**src/rtl/uart_frame_parser.sv**
```systemverilog
// Byte-stream frame parser: syncs on AA 55, collects LEN, payload and CHK, and
// releases the buffered payload on a valid/ready stream only after CHK matches.
module uart_frame_parser #(
  parameter int MAX_LEN = 32,
  parameter int TIMEOUT = 50000
) (
  input  logic       clk_i,
  input  logic       rst_ni,
  input  logic [7:0] rx_data_i,
  input  logic       rx_valid_i,
  input  logic       rx_perr_i,
  output logic [7:0] pl_data_o,
  output logic       pl_valid_o,
  input  logic       pl_ready_i,
  output logic       pl_last_o,
  output logic       pkt_ok_o,
  output logic       pkt_err_o,
  output logic       overrun_o
);
  localparam int IDXW = (MAX_LEN > 1) ? $clog2(MAX_LEN) : 1;
  localparam int TW = $clog2(TIMEOUT + 1);
  localparam logic [TW-1:0] TIMEOUT_CNT = TW'(TIMEOUT);
  localparam logic [7:0] MAX_LEN_B = 8'(MAX_LEN);

  typedef enum logic [2:0] {
    S_HUNT1, S_HUNT2, S_LEN, S_PAYLOAD, S_CHK, S_DRAIN
  } state_e;

  state_e        state_q, state_d;
  logic [7:0]    len_q, len_d;
  logic [7:0]    sum_q, sum_d;
  logic [7:0]    wr_idx_q, wr_idx_d;
  logic [7:0]    rd_idx_q, rd_idx_d;
  logic [TW-1:0] timer_q, timer_d;
  logic [7:0]    pl_data_q, pl_data_d;
  logic          pl_valid_q, pl_valid_d;
  logic          pl_last_q, pl_last_d;
  logic          pkt_ok_q, pkt_ok_d;
  logic          pkt_err_q, pkt_err_d;
  logic          overrun_q, overrun_d;
  logic          mem_we;
  logic          in_frame;
  logic [7:0]    wr_next, rd_next;
  logic [7:0]    mem_q [MAX_LEN];

  assign wr_next  = wr_idx_q + 8'd1;
  assign rd_next  = rd_idx_q + 8'd1;
  assign in_frame = (state_q == S_LEN) || (state_q == S_PAYLOAD) || (state_q == S_CHK);

  // Payload stream: a byte moves when pl_valid_o && pl_ready_i on a rising edge;
  // while pl_valid_o is high and pl_ready_i low, pl_data_o/pl_last_o hold.
  always_comb begin
    state_d    = state_q;
    len_d      = len_q;
    sum_d      = sum_q;
    wr_idx_d   = wr_idx_q;
    rd_idx_d   = rd_idx_q;
    timer_d    = in_frame ? (rx_valid_i ? '0 : timer_q + TW'(1)) : '0;
    pl_data_d  = pl_data_q;
    pl_valid_d = pl_valid_q;
    pl_last_d  = pl_last_q;
    pkt_ok_d   = 1'b0;
    pkt_err_d  = 1'b0;
    overrun_d  = overrun_q;
    mem_we     = 1'b0;
    unique case (state_q)
      S_HUNT1: if (rx_valid_i && rx_data_i == 8'hAA) state_d = S_HUNT2;
      S_HUNT2: begin
        if (rx_valid_i) begin
          if (rx_perr_i)                state_d = S_HUNT1;
          else if (rx_data_i == 8'h55)  state_d = S_LEN;
          else if (rx_data_i != 8'hAA)  state_d = S_HUNT1;
        end
      end
      S_LEN: begin
        if (rx_valid_i) begin
          if (rx_perr_i || rx_data_i == 8'd0 || rx_data_i > MAX_LEN_B) begin
            pkt_err_d = 1'b1;
            state_d   = S_HUNT1;
          end else begin
            len_d    = rx_data_i;
            sum_d    = rx_data_i;
            wr_idx_d = 8'd0;
            state_d  = S_PAYLOAD;
          end
        end
      end
      S_PAYLOAD: begin
        if (rx_valid_i) begin
          if (rx_perr_i) begin
            pkt_err_d = 1'b1;
            state_d   = S_HUNT1;
          end else begin
            mem_we   = 1'b1;
            sum_d    = sum_q + rx_data_i;
            wr_idx_d = wr_next;
            if (wr_next == len_q) state_d = S_CHK;
          end
        end
      end
      S_CHK: begin
        if (rx_valid_i) begin
          if (!rx_perr_i && rx_data_i == sum_q) begin
            pkt_ok_d   = 1'b1;
            state_d    = S_DRAIN;
            rd_idx_d   = 8'd0;
            pl_valid_d = 1'b1;
            pl_data_d  = mem_q[0];
            pl_last_d  = (len_q == 8'd1);
          end else begin
            pkt_err_d = 1'b1;
            state_d   = S_HUNT1;
          end
        end
      end
      S_DRAIN: begin
        if (rx_valid_i) overrun_d = 1'b1;
        if (pl_ready_i) begin
          if (pl_last_q) begin
            state_d    = S_HUNT1;
            pl_valid_d = 1'b0;
            pl_last_d  = 1'b0;
          end else begin
            rd_idx_d  = rd_next;
            pl_data_d = mem_q[rd_next[IDXW-1:0]];
            pl_last_d = (rd_next == len_q - 8'd1);
          end
        end
      end
      default: state_d = S_HUNT1;
    endcase
    // An arriving byte always beats an expiring gap timer.
    if (in_frame && !rx_valid_i && timer_q == TIMEOUT_CNT) begin
      pkt_err_d = 1'b1;
      state_d   = S_HUNT1;
    end
    if (pkt_ok_d) overrun_d = 1'b0;
  end

  always_ff @(posedge clk_i or negedge rst_ni) begin
    if (!rst_ni) begin
      state_q    <= S_HUNT1;
      len_q      <= 8'd0;
      sum_q      <= 8'd0;
      wr_idx_q   <= 8'd0;
      rd_idx_q   <= 8'd0;
      timer_q    <= '0;
      pl_data_q  <= 8'd0;
      pl_valid_q <= 1'b0;
      pl_last_q  <= 1'b0;
      pkt_ok_q   <= 1'b0;
      pkt_err_q  <= 1'b0;
      overrun_q  <= 1'b0;
    end else begin
      state_q    <= state_d;
      len_q      <= len_d;
      sum_q      <= sum_d;
      wr_idx_q   <= wr_idx_d;
      rd_idx_q   <= rd_idx_d;
      timer_q    <= timer_d;
      pl_data_q  <= pl_data_d;
      pl_valid_q <= pl_valid_d;
      pl_last_q  <= pl_last_d;
      pkt_ok_q   <= pkt_ok_d;
      pkt_err_q  <= pkt_err_d;
      overrun_q  <= overrun_d;
    end
  end

  always_ff @(posedge clk_i) begin
    if (mem_we) mem_q[wr_idx_q[IDXW-1:0]] <= rx_data_i;
  end

  assign pl_data_o  = pl_data_q;
  assign pl_valid_o = pl_valid_q;
  assign pl_last_o  = pl_last_q;
  assign pkt_ok_o   = pkt_ok_q;
  assign pkt_err_o  = pkt_err_q;
  assign overrun_o  = overrun_q;
endmodule

```
**config.mk**
```make
export PLATFORM = sky130hd
export DESIGN_NAME = uart_frame_parser
export DESIGN_NICKNAME = d
export VERILOG_FILES = /design/src/rtl/uart_frame_parser.sv
export SDC_FILE = /design/constraint.sdc
export NUM_CORES = 1
export LEC_CHECK = 0
export CAP_MARGIN = 20
export CORE_MARGIN = 3
export CORE_UTILIZATION = 62
export DETAILED_ROUTE_END_ITERATION = 8
export PLACE_DENSITY = 0.79
export SLEW_MARGIN = 20
export SYNTH_ARGS = -nofsm -noshare
export SYNTH_HDL_FRONTEND = slang
export SYNTH_SLANG_ARGS = --single-unit
```
**constraint.sdc**
```tcl
create_clock -name clk_i -period 2.43 [get_ports clk_i]
set_input_delay 0.486 -clock clk_i [delete_from_list [all_inputs] [get_ports clk_i]]
set_output_delay 0.486 -clock clk_i [all_outputs]
set_load 0.02 [all_outputs]
```
# After elaboration in Yosys (flattened, before gate mapping)

Memories as Yosys holds them, arrays and structs flattened.
Cells that the tools add are included.

Input bits: 13
Register bits: 64
Memories kept: 1
RAM bits: 256

Memories:

| memory | depth | width | read ports | clocked after memory_dff | write ports | RTL line | text |
|---|---|---|---|---|---|---|---|
| mem_q  | 32    | 8     | 2          | 0                        | 1           | 44       | `logic [7:0] mem_q [MAX_LEN];` |

Multiplexer cells: 67
Magnitude comparators: 1
Bitwise operators: 1
Eq/ne operators: 31
$add $sub $neg: 5
Reductions and logical operators: 23

Operator list:

| kind                                                                            | number |
|---|---|
| 8-bit two-way mux                                                               | 16 |
| 8-bit one-hot mux with 2 select lines                                           | 4 |
| 3-bit two-way mux                                                               | 14 |
| 16-bit two-way mux                                                              | 2 |
| 1-bit two-way mux                                                               | 26 |
| 8-bit == test                                                                   | 3 |
| 3-bit one-hot mux with 6 select lines                                           | 1 |
| 16-bit by 1-bit adder with 16-bit output, second input constant                 | 1 |
| 8-bit by 1-bit adder with 8-bit output, second input constant                   | 2 |
| 16-bit == test, second input constant                                           | 1 |
| 2-bit inequality test, second input constant                                    | 8 |
| 5-bit AND reduction                                                             | 3 |
| 3-bit inequality test, second input constant                                    | 4 |
| 3-bit by 2-bit inequality test with 1-bit output, second input constant         | 3 |
| 9-bit AND reduction                                                             | 1 |
| 8-bit adder                                                                     | 1 |
| 8-bit by 1-bit == test with 1-bit output, second input constant                 | 1 |
| 8-bit by 7-bit == test with 1-bit output, second input constant                 | 1 |
| 8-bit == test, second input constant                                            | 1 |
| 8-bit by 6-bit greater-than comparator with 1-bit output, second input constant | 1 |
| 8-bit logical NOT                                                               | 1 |
| 8-bit inequality test, second input constant                                    | 1 |
| 2-bit nonzero test                                                              | 4 |
| 8-bit by 1-bit subtractor with 8-bit output, second input constant              | 1 |
| other kinds (17)                                                                | 27 |

# Logic depth before layout (Yosys ltp)

Word-level depth: 7
Gate-level depth with buffers: 10
Mapped depth without buffers: 9

# Least setup slack after synthesis

OpenSTA, ideal clock, no wires.

Path kind: register -> register
Start point: reg rd_idx_q[1]
End point: reg pl_data_q[7] (netlist: pl_data_o[7])
Path buffers: 2
Slack: 0.210 ns
Stages on the path, launching flop included: 9
Arrival time: 2.082 ns
Data required time: 2.292 ns
Path through: dfrtp_1 -> ha_1 -> buf_1 -> clkbuf_1 -> mux4_2 -> mux2i_1 -> a32oi_1 -> nand4_1 -> o211ai_1

Longest elaborated chain between the ends: 5

Ends and longest elaborated chain:

| what                                   | RTL line | text |
|---|---|---|
| from (decl)                            | 33       | `logic [7:0] rd_idx_q, rd_idx_d;` |
| from (signal assigned)                 | 159      | `rd_idx_q <= rd_idx_d;` |
| 8-bit by 1-bit adder with 8-bit output | 47       | `assign rd_next = rd_idx_q + 8'd1;` |
| memory 32 x 8 bit                      | --       |  |
| 8-bit two-way mux                      | 119      | `if (pl_last_q) begin` |
| 8-bit two-way mux                      | 118      | `if (pl_ready_i) begin` |
| 8-bit one-hot mux with 2 select lines  | 66       | `unique case (state_q)` |
| to (signal assigned)                   | 161      | `pl_data_q <= pl_data_d;` |
| to (decl)                              | 35       | `logic [7:0] pl_data_q, pl_data_d;` |

Every way passes these cells. The select of a mux whose other input is x is not followed.
A chain may end at the register's enable or synchronous reset.

# Worst setup path in the final report

Start point: in rx_data_i[3]
End point: reg pl_data_q[0] (netlist: pl_data_o[0])

Longest elaborated chain between the ends: 4

Ends and longest elaborated chain:

| what                                                       | RTL line | text |
|---|---|---|
| from (decl)                                                | 9        | `input logic [7:0] rx_data_i,` |
| 8-bit == test                                              | 103      | `if (!rx_perr_i && rx_data_i == sum_q) begin` |
| 1-bit logical AND                                          | 103      |  |
| 2-bit by 1-bit inequality test with 1-bit output (no line) | --       |  |
| 5-bit AND reduction (no line)                              | --       |  |

Every way passes these cells.

==> results by group <==
Layout
  – Area Growth Syn to Fin: 18.04%
  – N_diodes: 0
  – Nets: 1087
  – Final instance area: 16430 um2
  – Non-Filler Instances: 1362
  – Layout cells sized above 1: 22.92%

Placement
  – GPL Wtd Cong: 0.8961
  – Detailed placement HPWL: 21120 um
  – Placed cells: 1300
  – Dpl cell area: 15300 um2
  – Setup WS pre-CTS: -545.0 ps
  – IO Port Bufs: 25

Worst setup path
  – Critical Path Source: rx_data_i[3]
  – Max incr delay on CP: 520 ps
  – Crit path to: pl_data_o[0]
  – Critical path arrival: 2730 ps
  – Worst r2r src: rd_idx_q[0]
  – Worst reg2reg path depth: 7
  – Crit start category: input pin
  – Crit-path max FO: 8
  – Slowest stage cell on the critical path: clkdlybuf4s50_1
  – Flop2flop setup slack: 170 ps
  – Req. time, crit path: 2840 ps
  – Worst R2R End: pl_data_o[7]
  – Worst path cell trace: clkdlybuf4s50_1 -> ha_1 -> nor4_2 -> and3_1 -> o221ai_2 -> nor2_1 -> buf_4 -> nand4_1 -> o211ai_1
  – Kind of end point of the critical path: flip-flop
  – Crit Path Category: in -> reg

Yosys
  – Yosys warning count: 0
  – Sequential fraction of the synthesis area: 66.73%
  – Distinct cells, synth: 65
  – Synth Area per Inst: 15.02 um2
  – Number of synthesized flops with an enable pin: 256
  – Most used DFF post-synth: edfxtp_1
  – Gate Count Post-Synth: 927
  – Post-synth top area cell: edfxtp_1
  – Synth top area share: 55.23%
  – Largest cells by area after synthesis: edfxtp_1 55%, dfrtp_1 12%, mux4_2 10%
  – Mapped Area: 13920 um2
  – Yosys reg bits: 320
  – Synth Net Count: 957
  – Asr flop ratio synth: 20.00%

Floorplanning
  – Die X-Extent: 155.8 um
  – Starting Density: 63.39%
  – Core Area: 21960 um2
  – Die area: 24280 um2
  – Die Y: 155.8 um
  – FP Rows: 54
  – Top Ports: 26

STA
  – Clock skew: 22.78 ps
  – Hold violation count in the final report: 0
  – Measured slew at the worst slew-check pin: 623.3 ps
  – Hold WS: 504.7 ps
  – Max-slew headroom: 58.44%
  – RSZ-0062 raised after global routing: no
  – Maximum clock rate: 431.7 MHz
  – Slew Viols, Final: 0
  – Final setup margin: 113.7 ps
  – Setup violators final: 0
  – Minimum clock period after layout: 2316 ps
  – Final period util: 95.32%

Power and ir drop
  – Max VDD drop: 598.0 uV
  – Total power draw: 12120 uW
  – Cell Pwr Density: 737.8 nW/um2
  – Pleak: 0.005786 uW

Global routing
  – Pin count of the biggest net entering global routing: 44
  – Number of global-route vias before repair: 8885
  – GRT Overall Usage: 28.15%
  – Total congestion overflow: 0
  – Antenna violations before repair: 0
  – Global-route wire length before repair: 51650 um

Outcome
  – Outcome: finished, final reports clean

CTS
  – Worst-skew pair later-pin latency: 520 ps
  – Post-CTS Setup Repair Bufs: 0
  – Clk sink count: 320
  – Clk pin slew, worst setup/hold paths: 70 ps
  – Maximum buffer depth of the clock tree: 3
  – H-tree levels: 2
  – CTS tree: built
  – Num CTS Buffers: 34
  – Root Driver: clkbuf_16

Detailed routing
  – Drt drc: 0
  – WL per Instance: 24.07 um
  – Post-route ant nets: 0
  – Final WL: 32790 um
  – DR iter-0 viols: 885
  – Drt pass-1 iters: 6
  – Via-to-Cell Ratio: 6.399
  – DR vias: 8716

Run
  – Maxcap violations: 0

Worst hold path
  – Hold WC Path Type: reg -> reg
## worst min path at each step
stage	startpoint	end	slack (ps)	cells after the start
after floorplan	rst_ni	len_q[0]	190	0
after global placement	sum_q[3]	sum_q[3]	470	2
after detailed placement	sum_q[0]	sum_q[0]	480	2
after CTS	sum_q[5]	sum_q[5]	510	2
after global routing	wr_idx_q[7]	wr_idx_q[7]	530	1
final	sum_q[5]	sum_q[5]	500	2
## critical path, delay by kind of cell
family | cells | cell delay (ps)
and+or+nand+nor | 4 | 800
AOI/OAI and AO/OA | 2 | 300
buffers and inverters | 2 | 700
adders and majority gates | 1 | 430
## synth_stat cells (3+ instances only)
| master | instances |
|---|---|
| buf_4 | 3 |
| xnor2_1 | 30 |
| nand4_1 | 15 |
| o21a_1 | 3 |
| xor2_1 | 22 |
| o31ai_1 | 7 |
| o21ai_0 | 31 |
| and2_1 | 7 |
| nor4_1 | 3 |
| ha_1 | 16 |
| nand2b_1 | 5 |
| nand3_1 | 33 |
| o22ai_1 | 3 |
| mux4_2 | 64 |
| o211ai_1 | 9 |
| mux2i_1 | 14 |
| buf_2 | 11 |
| dfrtp_1 | 64 |
| nand2_1 | 111 |
| a21oi_1 | 10 |
| clkbuf_1 | 25 |
| or3_1 | 4 |
| edfxtp_1 | 256 |
| a32oi_1 | 8 |
| nor3_1 | 16 |
| nor2_1 | 74 |
| mux2_2 | 7 |
| nor2b_1 | 6 |
| inv_1 | 16 |
| and3_1 | 4 |
| nand3b_1 | 7 |
## flip-flops by register name, summed over array words and instances, names as in the netlist
name and flops:
wr_idx_q 8, overrun_o 1, state_q 3, sum_q 8, rd_idx_q 8, pkt_err_o 1, timer_q 16, pl_data_o 8
mem_q 256, pl_last_o 1, pkt_ok_o 1, pl_valid_o 1, len_q 8
## power breakdown
| part | switching (uW) | total [uW] | internal (uW) |
|---|---|---|---|
| Sequential | 49.4 | 6000 | 5950 |
| Clock | 2090 | 5100 | 3010 |
| Combinational | 532 | 1020 | 484 |
## cells by family after synthesis
kind of cell / share of synthesized area (%)
flops: 66.73
simple gates: 10.20
compound gates: 4.405
mux: 11.93
buf+inv: 1.879
xor+xnor: 3.272
fa+ha+maj: 1.582
## metal layers
metal  vias to the layer above  share of wire, %  global-route usage, %
li1                       3795                 -                      -
met1                      4361                38                  39.49
met2                       463                49                  45.44
met3                        97               8.6                  4.716
met4                         0               3.8                  10.34
met5                         -                 0                      0
## metrics by stage
stage	TNS, ps	utilization, %
global route	0	74.83
detailed placement	-10080	69.67
finish	0	74.83
global placement	-7777	69.67
CTS	0	74.78
floorplan	0	-
## area by class of cell
class                      count  area (um2)
clock buffer                  41       908.4
clock inverter                20       200.2
fill                        1264        5528
inverter                      16       60.06
multi-input combinational    548        4412
sequential                   320        9293
tap                          280       350.3
timing repair buffer         137        1207
## what timing repair did
item                       in CTS  in global routing
hold endpoints to repair       23                  0
hold buffers                    1                  0
setup endpoints to repair       1                 13
resized for setup               1                  4
## layout by cell type (no fill, tap or decap), types with 3 or more instances in the layout
cell type / synthesis / final
a21oi_1: 10 / 10
a32oi_1: 8 / 8
and2_1: 7 / 7
and3_1: 4 / 4
buf_12: 0 / 9
buf_4: 3 / 101
bufinv_16: 0 / 3
clkbuf_1: 25 / 5
clkbuf_16: 0 / 35
clkdlybuf4s50_1: 0 / 23
clkinv_1: 0 / 5
clkinv_2: 0 / 6
dfrtp_1: 64 / 63
edfxtp_1: 256 / 256
ha_1: 16 / 15
inv_1: 16 / 16
mux2_2: 7 / 7
mux2i_1: 14 / 14
mux4_2: 64 / 64
nand2_1: 111 / 111
nand2b_1: 5 / 5
nand3_1: 33 / 33
nand3b_1: 7 / 7
nand4_1: 15 / 15
nor2_1: 74 / 74
nor2b_1: 6 / 6
nor3_1: 16 / 16
o211ai_1: 9 / 9
o21a_1: 3 / 3
o21ai_0: 31 / 31
o22ai_1: 3 / 3
o31ai_1: 7 / 7
or3_1: 4 / 4
xnor2_1: 30 / 29
xor2_1: 22 / 21
No activity file was read; power rests on OpenSTA's default activity.
==> patch 1 (same settings) <==
Re-encode `state_e` (6 states) as one-hot, 6 bits wide.
--- a/src/rtl/uart_frame_parser.sv
+++ b/src/rtl/uart_frame_parser.sv
@@ -24,4 +24,4 @@
 
-  typedef enum logic [2:0] {
-    S_HUNT1, S_HUNT2, S_LEN, S_PAYLOAD, S_CHK, S_DRAIN
+  typedef enum logic [5:0] {
+    S_HUNT1 = 6'b000001, S_HUNT2 = 6'b000010, S_LEN = 6'b000100, S_PAYLOAD = 6'b001000, S_CHK = 6'b010000, S_DRAIN = 6'b100000
   } state_e;
Behaviour: same outputs for any inputs over 4 cycles, from zero or initial values and one cycle with rst_ni low; so few cycles prove little.
==> patch 1 against the unedited design <==
The run now ends with negative setup slack left. Global-route usage increased by 0.37 points. Clock power decreased by 1%. Worst setup slack got worse by 0.30 ns. Area after synthesis increased by 1.4%. Core utilization increased by 2.8 points. Wire length increased by 4.2%. Total power decreased by 0.59%. Sequential share of layout area decreased by 1.9 points. Register-to-register slack got worse by 0.35 ns. Count of clock-buffer cells in the layout increased by 1. Sequential cell count increased by 3. Design area increased by 4.4%. Fmax decreased by 11%.
==> patch 1: results (changes against the unedited design) <==
status=finished with violations; failing checks=negative setup slack; vias in the first global route=8856 (-0.33%); sequential area share after synthesis=66.4% (-0.36 points); first-pass GRT wire length=52.4 mm (+1.5%); post-route setup slack=-0.182 ns (-0.296 ns); largest net degree at the start of global routing=46 (+4.5%); skew final=0.0207 ns (-0.00204 ns); post-CTS sizing=17 (+16); share of layout cells above drive strength 1=27.9% (+5.0 points); Compound-Gate Fraction of Synth Area=5.70% (+1.3 points); Placed Area=0.0160 sq mm (+4.4%); Iteration-0 DRC Markers=924 (+4.4%); Inst Count DP=1309 (+0.69%); post-synth top area share=54.5% (-0.74 points); multiplexer share of the synthesized area=12.1% (+0.19 points); ys async rst share=20.7% (+0.74 points); Yosys cell types=66 (+1.5%); CP max stage cell=or4_4; number of post-CTS setup repair buffers=1 (+1); final setup fails=18 (+18); CP peak stage delay=0.57 ns (+0.05 ns); nets=1099 (+1.1%); Hold Path Origin=timer_q[0]; Synth top cells by count=edfxtp_1, nand2_1, nor2_1; Hold Crit Depth=1 (-1); Pleak=5.90 nW (+1.9%); Pre-Repair DR Iteration Count=5 (-1); Area contributors post-synth=edfxtp_1, dfrtp_1, mux4_2, nand2_1, xnor2_1; post-synthesis adder-cell area fraction=1.56% (-0.021 points); CP arrival=2.98 ns (+0.25 ns); post-route insts no fill=1374 (+0.88%); reg-to-reg endpoint=rd_idx_q[3]; worst vdd ir=649 uV (+8.6%); final WL=34.2 mm (+4.2%); post-DR vias/cell=6.45 (+0.81%); reg2reg start=sum_q[2]; GRT Total Usage=28.5% (+0.37 points); Setup Crit Path Kind=reg2reg; TNS Setup=-2.33 ns (-2.33 ns); XOR/XNOR Fraction of Synth Area=3.10% (-0.17 points); final hold slack=0.473 ns (-0.0312 ns); worst-margin pin slew=0.598 ns (-0.0257 ns)
## patch 1: cell count changes after synthesis, sizes merged, moves of 7 or more
| cell | change |
|---|---|
| inv | +9 |
| nand2 | -27 |
| nor4 | +7 |
| nor3 | -7 |
| o211ai | -7 |
| o21ai | +10 |
| nand4 | -9 |
| a32oi | +9 |
| and2 | +8 |
| nand3 | -16 |
## patch 1: final cells by class
type                    instances  area, sq um
clock inverters                19          181
clock buffers                  42          901
inverters                      25         93.8
fillers                      1225         4940
well taps                     280          350
repair buffers                146         1540
flip-flops and latches        323         9370
multi-input cells             539         4710
## patch 1: routing by layer
metal	global-route usage (%)	vias up	share of wire, %
met5	0	-	0
met4	9.38	0	3.2
met3	5.39	82	7.9
met2	47.6	439	51
met1	38.5	4480	38
li1	-	3863	-
## patch 1: power breakdown
part           internal (W)  switching [W]  leakage, nW
combinational      0.000410       0.000481         2.18
sequential          0.00606      0.0000569         3.19
clock               0.00296        0.00208        0.527
total               0.00943        0.00262         5.90
==> patch 2 (same flow settings) <==
Made on the original files. Change the parameter `MAX_LEN` from 32 to 64.
--- a/src/rtl/uart_frame_parser.sv
+++ b/src/rtl/uart_frame_parser.sv
@@ -3,3 +3,3 @@
 module uart_frame_parser #(
-  parameter int MAX_LEN = 32,
+  parameter int MAX_LEN = 64,
   parameter int TIMEOUT = 50000
Formal check against the unedited RTL: not equivalent (a bounded check fails within 4 cycles, from zero or initial values and one cycle with rst_ni low).
==> patch 2 against the unedited design <==
Area after synthesis is 70% higher. Cell count is 57% higher. Combinational power is 55% lower. Non-clock buffer count is 74 higher. Total power rose by 61%. First-iteration DRC count up 94%. Wire length rose by 79%. Sequential cell count rose by 256. Design area is 68% higher. Count of clock-buffer cells in the layout rose by 32. Worst hold slack got worse by 0.10 ns. Worst setup slack worse by 0.088 ns. Largest cell class unchanged.
==> patch 2: results (changes against the unedited design) <==
status=complete, no violations; Synthesized Nets=1421 (+48%); max reg flops=512 (+100%); largest net degree at the start of global routing=68 (+55%); GRT Total Usage=29.2% (+1.1 points); skew final=0.0158 ns (-0.00699 ns); share of layout cells above drive strength 1=26.1% (+3.2 points); ys async rst share=11.1% (-8.9 points); post-route insts no fill=2141 (+57%); Mapped Avg Cell Area=17.0 sq um (+13%); CP max FO=26 (+18); maximum clock rate=416 MHz (-3.7%); CP arrival=2.88 ns (+0.15 ns); sequential area share after synthesis=71.7% (+5.0 points); Pleak=9.28 nW (+60%); dpl hpwl=36.0 mm (+71%); worst reg-to-reg setup slack=0.03 ns (-0.14 ns); Yosys cell types=59 (-9.2%); nets=1617 (+49%); Worst setup endpoint=pl_data_o[7]; Synth top cells by count=edfxtp_1, nand2_1, mux4_2; DR WL/cell=27.5 microns (+14%); crit path from=rd_idx_q[0]; Inst Count DP=2033 (+56%); GPL Wtd Cong=0.924 (+3.1%); Pint=0.0155 W (+64%); Area contributors post-synth=edfxtp_1, mux4_2, dfrtp_1, nand2_1, nor2_1; hold crit path type=in2async; Clk pin slew, worst setup/hold paths=0.06 ns; worst skew pair latency=0.61 ns (+0.09 ns); Iteration-0 DRC Markers=1716 (+94%); Reg2Reg Depth=8 (+1); CTS buffer count=55 (+62%); first-pass GRT wire length=88.7 mm (+72%); Worst slew margin=43.7% (-15 points); worst vdd ir=636 uV (+6.3%); Pre-Repair DR Iteration Count=8 (+2)
[patch 2: cell count changes after synthesis, moves of 15 or more]
cell | unedited run | this run
edfxtp_1 | 256 | 512
mux4_2 | 64 | 128
nor2_1 | 74 | 117
nand2_1 | 111 | 145
nand3_1 | 33 | 63
buf_2 | 11 | 26
[patch 2: what timing repair did]
action | 4_1_cts | 5_1_grt
cloned | 0 | 1
gates resized for setup | 4 | 16
hold buffers | 1 | 0
endpoints found under the setup margin | 2 | 11
pin swaps | 0 | 4
endpoints found under the hold margin | 20 | 0
buffers inserted | 0 | 2
[patch 2: cell families (layout without fill, tap and decap cells)]
| logic type | after synthesis | in the layout | synth area share (%) |
|---|---|---|---|
| simple gates | 407 | 407 | 7.74 |
| flops | 576 | 576 | 71.7 |
| xor+xnor | 53 | 53 | 1.96 |
| fa+ha+maj | 14 | 14 | 0.771 |
| compound gates | 106 | 106 | 3.03 |
| buf+inv | 85 | 328 | 1.55 |
| mux | 153 | 153 | 13.3 |
[patch 2: power groups by stage]
stage                     Combinational (W)  Sequential [W]  Clock [W]
after CTS                          0.000457          0.0108    0.00829
after floorplan                    0.000142          0.0110          0
after detailed placement           0.000454          0.0110          0
after global routing               0.000493          0.0108    0.00869
after global placement             0.000437          0.0110          0
final                              0.000458          0.0108    0.00824
[patch 2: layout make-up]
class	count	area [sq um]
clock buffers	73	1490
repair buffers	211	1850
fillers	2154	9500
inverters	13	48.8
clock inverters	31	234
multi-input cells	733	6410
well taps	504	631
flip-flops and latches	576	17000
[patch 2: worst min path at each step]
stage                     cells past startpoint           end
after global routing                          2  mem_q[54][3]
final                                         2      sum_q[2]
after detailed placement                      2      sum_q[5]
after CTS                                     2      sum_q[3]
after floorplan                               0      len_q[0]
after global placement                        2      sum_q[5]
[patch 2: layer usage]
layer / track usage (%) / vias to the layer above / share of wire [%] / wire, microns
met3: 6.41 / 180 / 11 / 6300
met1: 39.4 / 6987 / 35 / 20600
met2: 48.1 / 897 / 50 / 29600
li1: - / 5854 / - / -
met4: 10.2 / 0 / 3.9 / 2300
met5: 0 / - / 0 / 0
[patch 2: stage by stage]
step / util, % / cell area (sq um) / hold WS [ns] / setup slack (ns)
2_1_floorplan: - / 23700 / 0.190 / 0.0414
3_3_place_gp: 69.5 / 25800 / 0.466 / -0.212
3_5_place_dp: 69.5 / 25800 / 0.489 / -0.251
4_1_cts: 74.2 / 27500 / 0.387 / 0.0107
5_1_grt: 74.4 / 27600 / 0.399 / -0.0160
6_report: 74.4 / 27600 / 0.405 / 0.0253
[patch 2: worst max-delay path, cell delays in order, from the launching register on]
cell and delay, ns:
dfrtp_4 0.53, ha_4 0.37, buf_12 0.24, buf_12 0.19, mux4_2 0.32, nand2_1 0.11, nand3_1 0.14, nand4_1 0.22
nand3_1 0.13
